`src/rtl/video_raster_gen.sv`:
```
// Raster timing generator: pixel/line counters, sync and blank windows, tile fetch strobes,
// programmable line interrupts plus a frame interrupt, and a per-frame flash counter.
module video_raster_gen #(
  parameter int H_TOTAL  = 384,
  parameter int V_TOTAL  = 312,
  parameter int H_ACT    = 128,
  parameter int V_ACT    = 192,
  parameter int HB_START = 32,
  parameter int HB_END   = 112,
  parameter int HS_START = 48,
  parameter int HS_END   = 80,
  parameter int VS_START = 240,
  parameter int VS_END   = 244,
  parameter int VB_START = 236,
  parameter int VB_END   = 260,
  parameter int INT_HPOS = 3,
  parameter int NUM_LINT = 2,
  parameter int FLASH_W  = 5
) (
  input  logic                clk_sys,
  input  logic                reset_n,
  input  logic                ce_pix,
  input  logic                lint_we,
  input  logic [2:0]          lint_sel,
  input  logic [8:0]          lint_din,
  input  logic [NUM_LINT:0]   int_ack,
  output logic [8:0]          hc,
  output logic [8:0]          vc,
  output logic                hsync,
  output logic                hblank,
  output logic                vsync,
  output logic                vblank,
  output logic                fetch,
  output logic [4:0]          fetch_col,
  output logic [7:0]          fetch_row,
  output logic [FLASH_W-1:0]  flashcnt,
  output logic [NUM_LINT:0]   int_pend,
  output logic                irq
);

  localparam logic [8:0] H_LAST     = 9'(H_TOTAL - 1);
  localparam logic [8:0] V_LAST     = 9'(V_TOTAL - 1);
  localparam logic [8:0] H_ACT9     = 9'(H_ACT);
  localparam logic [8:0] V_ACT9     = 9'(V_ACT);
  localparam logic [8:0] HB_START9  = 9'(HB_START);
  localparam logic [8:0] HB_END9    = 9'(HB_END);
  localparam logic [8:0] HS_START9  = 9'(HS_START);
  localparam logic [8:0] HS_END9    = 9'(HS_END);
  localparam logic [8:0] VS_START9  = 9'(VS_START);
  localparam logic [8:0] VS_END9    = 9'(VS_END);
  localparam logic [8:0] VB_START9  = 9'(VB_START);
  localparam logic [8:0] VB_END9    = 9'(VB_END);
  localparam logic [8:0] VB_HPOS9   = 9'(HB_END - 4);
  localparam logic [8:0] INT_HPOS9  = 9'(INT_HPOS);

  logic [8:0]        lint     [NUM_LINT];
  logic [8:0]        lint_eff [NUM_LINT];
  logic [NUM_LINT:0] set_ev;
  logic              h_wrap;
  logic              v_wrap;
  logic              fetch_hit;
  logic [8:0]        col_off;

  assign h_wrap    = (hc == H_LAST);
  assign v_wrap    = (vc == V_LAST);
  assign fetch_hit = (vc < V_ACT9) && (hc >= H_ACT9) && (hc[2:0] == 3'd0);
  assign col_off   = hc - H_ACT9;

  // A write landing on the compare cycle is forwarded so the new line number wins.
  always_comb begin
    set_ev = '0;
    for (int i = 0; i < NUM_LINT; i++) begin
      lint_eff[i] = (lint_we && (lint_sel == 3'(i))) ? lint_din : lint[i];
      set_ev[i]   = ce_pix && (hc == INT_HPOS9) && (vc == lint_eff[i]) && (lint_eff[i] < V_ACT9);
    end
    set_ev[NUM_LINT] = ce_pix && (hc == INT_HPOS9) && (vc == VS_START9);
  end

  always_ff @(posedge clk_sys) begin
    if (!reset_n) begin
      hc        <= '0;
      vc        <= '0;
      flashcnt  <= '0;
      int_pend  <= '0;
      irq       <= 1'b0;
      fetch     <= 1'b0;
      fetch_col <= '0;
      fetch_row <= '0;
      hsync     <= 1'b0;
      hblank    <= 1'b0;
      vsync     <= 1'b0;
      vblank    <= 1'b1;
      for (int i = 0; i < NUM_LINT; i++) lint[i] <= 9'h1FF;
    end else begin
      fetch    <= 1'b0;
      irq      <= |int_pend;
      int_pend <= set_ev | (int_pend & ~int_ack);
      for (int i = 0; i < NUM_LINT; i++) begin
        if (lint_we && (lint_sel == 3'(i))) lint[i] <= lint_din;
      end
      if (ce_pix) begin
        hc <= h_wrap ? 9'd0 : hc + 9'd1;
        if (h_wrap) begin
          vc <= v_wrap ? 9'd0 : vc + 9'd1;
          if (v_wrap) flashcnt <= flashcnt + 1'b1;
        end
        hblank <= (hc >= HB_START9) && (hc < HB_END9);
        hsync  <= (hc >= HS_START9) && (hc < HS_END9);
        if (hc == HS_START9) begin
          if (vc == VS_START9)    vsync <= 1'b1;
          else if (vc == VS_END9) vsync <= 1'b0;
        end
        if (hc == VB_HPOS9) begin
          if (vc == VB_START9)    vblank <= 1'b1;
          else if (vc == VB_END9) vblank <= 1'b0;
        end
        if (fetch_hit) begin
          fetch     <= 1'b1;
          fetch_col <= col_off[7:3];
          fetch_row <= vc[7:0];
        end
      end
    end
  end

endmodule

```
`config.mk`:
```
export PLATFORM = sky130hd
export DESIGN_NAME = video_raster_gen
export DESIGN_NICKNAME = d
export VERILOG_FILES = /design/src/rtl/video_raster_gen.sv
export SDC_FILE = /design/constraint.sdc
export NUM_CORES = 1
export LEC_CHECK = 0
export ABC_AREA = 1
export ABC_CLOCK_PERIOD_IN_PS = 1600
export CAP_MARGIN = 5
export CELL_PAD_IN_SITES_DETAIL_PLACEMENT = 1
export CELL_PAD_IN_SITES_GLOBAL_PLACEMENT = 1
export CORE_ASPECT_RATIO = 0.5
export CORE_MARGIN = 2
export CORE_UTILIZATION = 34
export CTS_CLUSTER_SIZE = 40
export DETAILED_ROUTE_END_ITERATION = 8
export PLACE_DENSITY = 0.88
export SLEW_MARGIN = 15
export SYNTH_ARGS = -nofsm -noshare
export SYNTH_HDL_FRONTEND = slang
export SYNTH_SLANG_ARGS = --single-unit
export TNS_END_PERCENT = 1
```
`constraint.sdc`:
```
create_clock -name clk_sys -period 1.6 [get_ports clk_sys]
set_input_delay 0.32 -clock clk_sys [delete_from_list [all_inputs] [get_ports clk_sys]]
set_output_delay 0.32 -clock clk_sys [all_outputs]
set_load 0.01 [all_outputs]
```
==> key figures, run 1 <==
Place
  – Cell Count Post-Placement: 723
  – Dpl hpwl: 9480 um
  – Pre-CTS setup slack: -414 ps
  – Placed cell area: 4680 um^2
  – IO buf count: 63
  – Gpl congestion: 0.905

CTS
  – H-tree Lvls: 3
  – Clock Tree Root: clkbuf_16
  – Num Clock Sinks: 63
  – Hold Buf Count CTS: 0
  – Worst-path clk slew: 60 ps
  – Num CTS Buffers: 9
  – CTS tree: done
  – Clk buf depth: 2
  – Worst-Skew Late Latency: 350 ps

Worst setup path
  – CP most frequent cell: nor2_1
  – Worst path top cell family by delay: simple AND/OR/NAND/NOR gates
  – WS Path Type: reg -> reg
  – Critical path launch point type: flip-flop
  – Crit. End Element: flip-flop
  – CP max-delay cell: dfxtp_2
  – Max FO, Critical Path: 3
  – CP required: 1860 ps
  – Worst path depth: 11
  – Bufs and invs on worst path: 1
  – Arrival @ worst endpoint: 2120 ps
  – Slowest stage delay, CP: 370 ps
  – Worst-path cell chain: ha_4, nand2_2, inv_1, nand3_1, nor2_2, nand3_1, nor2_1, nand3_1, nor2_1, nor2_1, nor2_1
  – R2R depth: 11

STA
  – Worst rel slew slack: 72.0%
  – Final Hold Fails: 0
  – Worst Max-Slew Pin Slew: 417 ps
  – Minimum clock period after layout: 1860 ps
  – RSZ-0062 raised after global routing: yes
  – Ratio of final minimum period to clock period: 116%
  – Clk_skew: 10.8 ps
  – Final worst slack: -257 ps
  – Final slew viol count: 0
  – Final setup vio count: 35
  – Hold_ws: 502 ps
  – Max Clk Rate: 538 MHz

Floorplan
  – Initial core utilization: 35.6%
  – Std cell rows: 25
  – Die Y: 75.0 um
  – Die width: 146 um
  – Placeable Area: 9630 um^2
  – Full die area: 11,000 um^2
  – # IOs: 64

Routing
  – DRC: 0
  – Wl on met1: 6850 um
  – Met3 wire len: 1400 um
  – Met2 wire len: 8370 um
  – Total iterations of the first detailed-routing run: 6
  – Highest metal used: met4
  – DRT iter0 DRCs: 455
  – Vias per std cell: 5.65
  – Vias: 4,222
  – Total wire length: 17,700 um
  – Routed length per instance: 23.7 um
  – ANT nets after route: 0

Synth
  – XOR/XNOR Fraction of Synth Area: 1.79%
  – Post-Syn Instances: 472
  – Post-synthesis simple-gate area fraction: 34.2%
  – Mux cell area share after synthesis: 0%
  – Register area share after synthesis: 42.0%
  – Post-synthesis compound-gate area fraction: 9.30%
  – Distinct cells, synth: 37
  – Synth Cell Area: 3430 um^2
  – Largest family of logic cells by synthesized area: simple AND/OR/NAND/NOR gates
  – Yosys reg bits: 63
  – Yosys warns: 0
  – Syn_nets: 496
  – Avg Cell Area, Syn: 7.27 um^2
  – Post-synthesis adder-cell area fraction: 1.82%

Final layout
  – Syn-to-layout area delta: 54.5%
  – Share of post-route cells with drive strength above 1: 28.6%
  – Final std cells w/o fill: 747
  – Most common cell after layout, fill and taps aside: nand2_1
  – Most frequent cells in the layout: nand2_1, buf_4, inv_1
  – Antenna cells: 0
  – Layout Nets: 631
  – Finished Cell Area: 5300 um^2

Power
  – Seq pwr share: 40.5%
  – Pwr Total: 4.18 mW
  – Switching share of power: 25.3%
  – Internal power: 3.12 mW
  – Leakage: 2.54 nW
  – Gate power share: 10.8%
  – P_sw: 1.06 mW
  – PD cells: 789 nW/um^2
  – Worst VDD drop: 0.000615 V
  – Clock share of power: 48.7%

Job
  – Maxcap violations: 0

Global route
  – Total GRT Usage: 27.3%
  – Vias in the first global route: 4,306
  – Antenna violations before repair: 0
  – Largest net degree at the start of global routing: 19
  – First-pass GRT wire length: 22,600 um
  – Gr ovfl total: 0

Outcome
  – Failing checks: negative setup slack
  – Outcome: finished with violations

Worst hold path
  – Min-Delay Path Class: reg -> reg
  – Hold Path Depth: 2
-- Yosys cell counts (all sizes together) --
cell type	n	area share [%]
or2	2	0.36
a211oi	1	0.22
o31ai	1	0.22
ha	5	1.8
o21a	1	0.22
o21bai	1	0.33
nand4	11	2.4
buf	18	3.5
edfxtp	18	16
a32oi	1	0.26
nand2	118	13
a21oi	28	4.2
nor4	4	0.73
o21ai	22	3.2
nor3	6	1.2
nor3b	4	0.87
dfxtp	45	26
o211ai	3	0.66
xor2	7	1.8
inv	66	7.2
clkbuf	2	0.22
nor2	57	7.6
nand3	51	7.6
-- worst register-to-register path, stage by stage (launching register included) --
cell and delay [ps]:
dfxtp_2 370, ha_4 160, nand2_2 90, inv_1 110
nand3_1 100, nor2_2 190, nand3_1 120, nor2_1 120
nand3_1 140, nor2_1 170, nor2_1 60, nor2_1 140
-- repair_timing --
item / CTS / global route
buffers inserted: 1 / 6
hold endpoints to repair: 0 / 0
gates cloned: 1 / 0
gates resized for setup: 59 / 62
pin swaps: 4 / 20
endpoints found under the setup margin: 51 / 59
-- metrics by stage --
| stage | utilization [%] | setup TNS [ps] |
|---|---|---|
| 2_1_floorplan | - | 0 |
| 3_3_place_gp | 48.5 | -13000 |
| 3_5_place_dp | 48.5 | -17600 |
| 4_1_cts | 52.6 | -1910 |
| 5_1_grt | 55.0 | -4250 |
| 6_report | 55.0 | -3380 |
-- flip-flops by register name, summed over array words and instances, names as in the netlist, 3 cells and up --
name       flops
lint          18
hc             9
vc             9
fetch_row      8
fetch_col      5
flashcnt       5
int_pend       3
-- cells by family after synthesis --
| family | count (synthesis) |
|---|---|
| XOR/XNOR | 7 |
| AND/OR/NAND/NOR | 253 |
| adder cells (fa/ha/maj) | 5 |
| flip-flops | 63 |
| buffers and inverters | 86 |
| AO/OA/AOI/OAI | 58 |
-- final timing paths --
kind              startpoint           to  slack (ps)
setup / recovery       hc[0]  int_pend[0]        -260
hold / removal        vblank       vblank         500
setup reg to reg       hc[0]  int_pend[0]        -260
hold reg to reg       vblank       vblank         500
-- power by group through the flow --
| stage | logic, mW | registers (mW) | clock network [mW] |
|---|---|---|---|
| 6_report | 0.451 | 1.69 | 2.04 |
| 5_1_grt | 0.480 | 1.69 | 2.11 |
| 4_1_cts | 0.392 | 1.69 | 1.99 |
| 3_5_place_dp | 0.370 | 1.73 | 0 |
| 3_3_place_gp | 0.354 | 1.73 | 0 |
| 2_1_floorplan | 0.185 | 1.73 | 0 |
-- metal layers --
layer | vias to the layer above | GRT usage, %
met3 | 113 | 7.09
met5 | - | 0
met2 | 284 | 50.7
met4 | 0 | 19.0
li1 | 1800 | -
met1 | 2025 | 28.4
-- cell type report --
class                           instances  area (um^2)
Timing Repair Buffer                  144         1300
Multi-Input combinational cell        323         1800
Fill cell                            1182         4330
Clock inverter                          2         10.0
Inverter                               66          256
Tap cell                              135          169
Clock buffer                           14          295
Sequential cell                        63         1470
(Power assumes the default switching activity.)
==> inputs of run 2 (changes only) <==
--- a/config.mk
+++ b/config.mk
@@ -6,16 +6,17 @@
 export NUM_CORES = 1
 export LEC_CHECK = 0
 export ABC_AREA = 1
-export ABC_CLOCK_PERIOD_IN_PS = 1600
+export ABC_CLOCK_PERIOD_IN_PS = 1900
 export CAP_MARGIN = 5
 export CELL_PAD_IN_SITES_DETAIL_PLACEMENT = 1
 export CELL_PAD_IN_SITES_GLOBAL_PLACEMENT = 1
 export CORE_ASPECT_RATIO = 0.5
 export CORE_MARGIN = 2
-export CORE_UTILIZATION = 34
+export CORE_UTILIZATION = 38
 export CTS_CLUSTER_SIZE = 40
 export DETAILED_ROUTE_END_ITERATION = 8
-export PLACE_DENSITY = 0.88
+export PLACE_DENSITY = 0.93
+export SKIP_CTS_REPAIR_TIMING = 1
 export SLEW_MARGIN = 15
 export SYNTH_ARGS = -nofsm -noshare
 export SYNTH_HDL_FRONTEND = slang
==> constraint.sdc (replaced) <==
create_clock -name clk_sys -period 1.9 [get_ports clk_sys]
set_input_delay 0.38 -clock clk_sys [delete_from_list [all_inputs] [get_ports clk_sys]]
set_output_delay 0.38 -clock clk_sys [all_outputs]
set_load 0.01 [all_outputs]
==> run 2 against run 1 <==
Final area shrank 11%; critical endpoint is now vc[7]; critical path depth shrank 10; register-to-register slack gained 320 ps; the run now ends clean; cell count shrank 8.8%; routed wire length shrank 26%; worst hold slack lost 42 ps; highest routed layer unchanged; largest cell class unchanged.
==> key figures, run 2 (same netlist as run 1, synthesis figures left out) <==
Outcome
  – Outcome: completed

Final layout
  – Antenna cells: 0
  – Fill count: 1,068
  – Max FFs per register: 18
  – Most common cell after layout, fill and taps aside: nand2_1
  – Most frequent cells in the layout: nand2_1, inv_1, clkdlybuf4s50_1
  – Top flop regs: lint x18, hc x9, vc x9
  – Syn-to-layout area delta: 37.0%
  – Layout Nets: 583
  – Share of post-route cells with drive strength above 1: 13.1%
  – Most flops, register: lint

Global route
  – Antenna violations before repair: 0
  – Largest net degree at the start of global routing: 27
  – GR Layer Usage met2: 48.3%
  – Vias in the first global route: 3,986
  – Grt met3 use: 7.52%
  – Busiest grt layer: met2
  – Total GRT Usage: 27.1%
  – First-pass GRT wire length: 20,900 um
  – Met1 GRT Util: 31.2%
  – Gr ovfl total: 0

STA
  – Final setup vio count: 0
  – Worst rel slew slack: 72.1%
  – Final Hold Fails: 0
  – Clk_skew: 4.11 ps
  – Setup TNS: 0 ps
  – Final slew viol count: 0
  – RSZ-0062 raised after global routing: yes
  – Max Clk Rate: 532 MHz
  – Ratio of final minimum period to clock period: 99.0%
  – Worst Max-Slew Pin Slew: 415 ps
  – Minimum clock period after layout: 1880 ps
  – Final worst slack: 19.9 ps
  – Hold_ws: 460 ps

Worst setup path
  – CP required: 1520 ps
  – Worst-path cell chain: clkdlybuf4s50_1
  – Critical path launch point type: flip-flop
  – Arrival @ worst endpoint: 1500 ps
  – Reg2reg end: vc[6]
  – R2R Path Start: hc[1]
  – R2R depth: 10
  – Crit. End Element: output port
  – Bufs and invs on worst path: 1
  – Slowest stage delay, CP: 610 ps
  – Worst path top cell family by delay: buffers and inverters
  – Max FO, Critical Path: 7
  – CP max-delay cell: clkdlybuf4s50_1
  – Reg2Reg Setup Slack: 60 ps
  – WS Path Type: reg -> out

Power
  – PD cells: 746 nW/um^2
  – Leakage: 2.04 nW
  – Worst VDD drop: 0.000410 V

Worst hold path
  – Hold EP: vblank
  – HP Start: vblank
  – Min-Delay Path Class: reg -> reg
  – Hold Path Depth: 2

CTS
  – CTS tree: done
  – H-tree Lvls: 3
  – Num Clock Sinks: 63
  – Clock Tree Root: clkbuf_16
  – Num CTS Buffers: 9
  – Worst-path clk slew: 50 ps
  – Clk buf depth: 2
  – Worst-Skew Late Latency: 340 ps

Place
  – Pre-CTS setup slack: -268 ps
  – Gpl congestion: 0.889
  – Dpl hpwl: 8670 um
  – IO buf count: 63

Routing
  – Total iterations of the first detailed-routing run: 5
  – DRC: 0
  – Vias per std cell: 5.34
  – DRT iter0 DRCs: 261
  – ANT nets after route: 0
  – Total wire length: 13,100 um
  – Vias: 3,639
  – Routed length per instance: 19.2 um

Job
  – Maxcap violations: 0

Floorplan
  – Initial core utilization: 39.3%
  – # IOs: 64
  – Placeable Area: 8740 um^2
  – Die width: 138 um
  – Std cell rows: 24
  – Die Y: 71.2 um
  – Full die area: 9850 um^2
run 2: changes by cell type in the layout (fill, tap and decap cells not counted), moves of 8 or more:
cell / delta
buf_4: -45
clkdlybuf4s50_1: +31
dlygate4sd2_1: -20
dlymetal6s2s_1: -10
inv_1: +10
inv_2: -8
nor2_1: +10
nor2_2: -9
o21ai_0: +8
run 2: worst min-delay path: stages (launching register included):
cell and delay [ps]:
dfxtp_1 310, nand2_1 60, nand2_1 50
run 2: worst max path at each step:
stage | from | to | slack [ps] | depth (start not counted)
floorplan | hc[0] | flashcnt[4] | 390 | 12
global placement | lint_we | int_pend[1] | -170 | 12
detailed placement | lint_we | int_pend[1] | -270 | 12
CTS | hc[1] | vc[7] | -5 | 10
global route | hc[1] | vc[6] | -20 | 10
finish | vc[7] | vc[7] | 20 | 1
run 2: final cells by class:
| cell class | instances | area (um^2) | share of cell area (%) |
|---|---|---|---|
| clock buffers | 10 | 229 | 4.87 |
| multi-input cells | 323 | 1620 | 34.5 |
| inverters | 66 | 248 | 5.27 |
| flip-flops and latches | 63 | 1450 | 30.8 |
| repair buffers | 96 | 928 | 19.7 |
| well taps | 117 | 146 | 3.11 |
| clock inverters | 6 | 82.6 | 1.76 |
run 2: through the flow:
stage / instances / power [mW] / area (um^2) / utilization (%)
6_report: 681 / 3.51 / 4700 / 53.8
2_1_floorplan: 472 / 1.61 / 3430 / -
4_1_cts: 680 / 3.50 / 4680 / 53.6
3_5_place_dp: 664 / 1.75 / 4370 / 50.0
5_1_grt: 681 / 3.61 / 4700 / 53.8
3_3_place_gp: 664 / 1.73 / 4370 / 50.0
run 2: layer usage:
metal | wire length, um | part of all wire, %
met2 | 6530 | 50
met1 | 5500 | 42
met3 | 685 | 5.2
met5 | 0 | 0
met4 | 350 | 2.7
run 2: power by group:
part	internal (mW)	switching, mW	leakage, nW	total [mW]
Sequential	1.42	0.0165	0.544	1.43
Clock	1.14	0.626	0.157	1.77
Combinational	0.124	0.179	1.33	0.303
Total	2.68	0.821	2.04	3.51
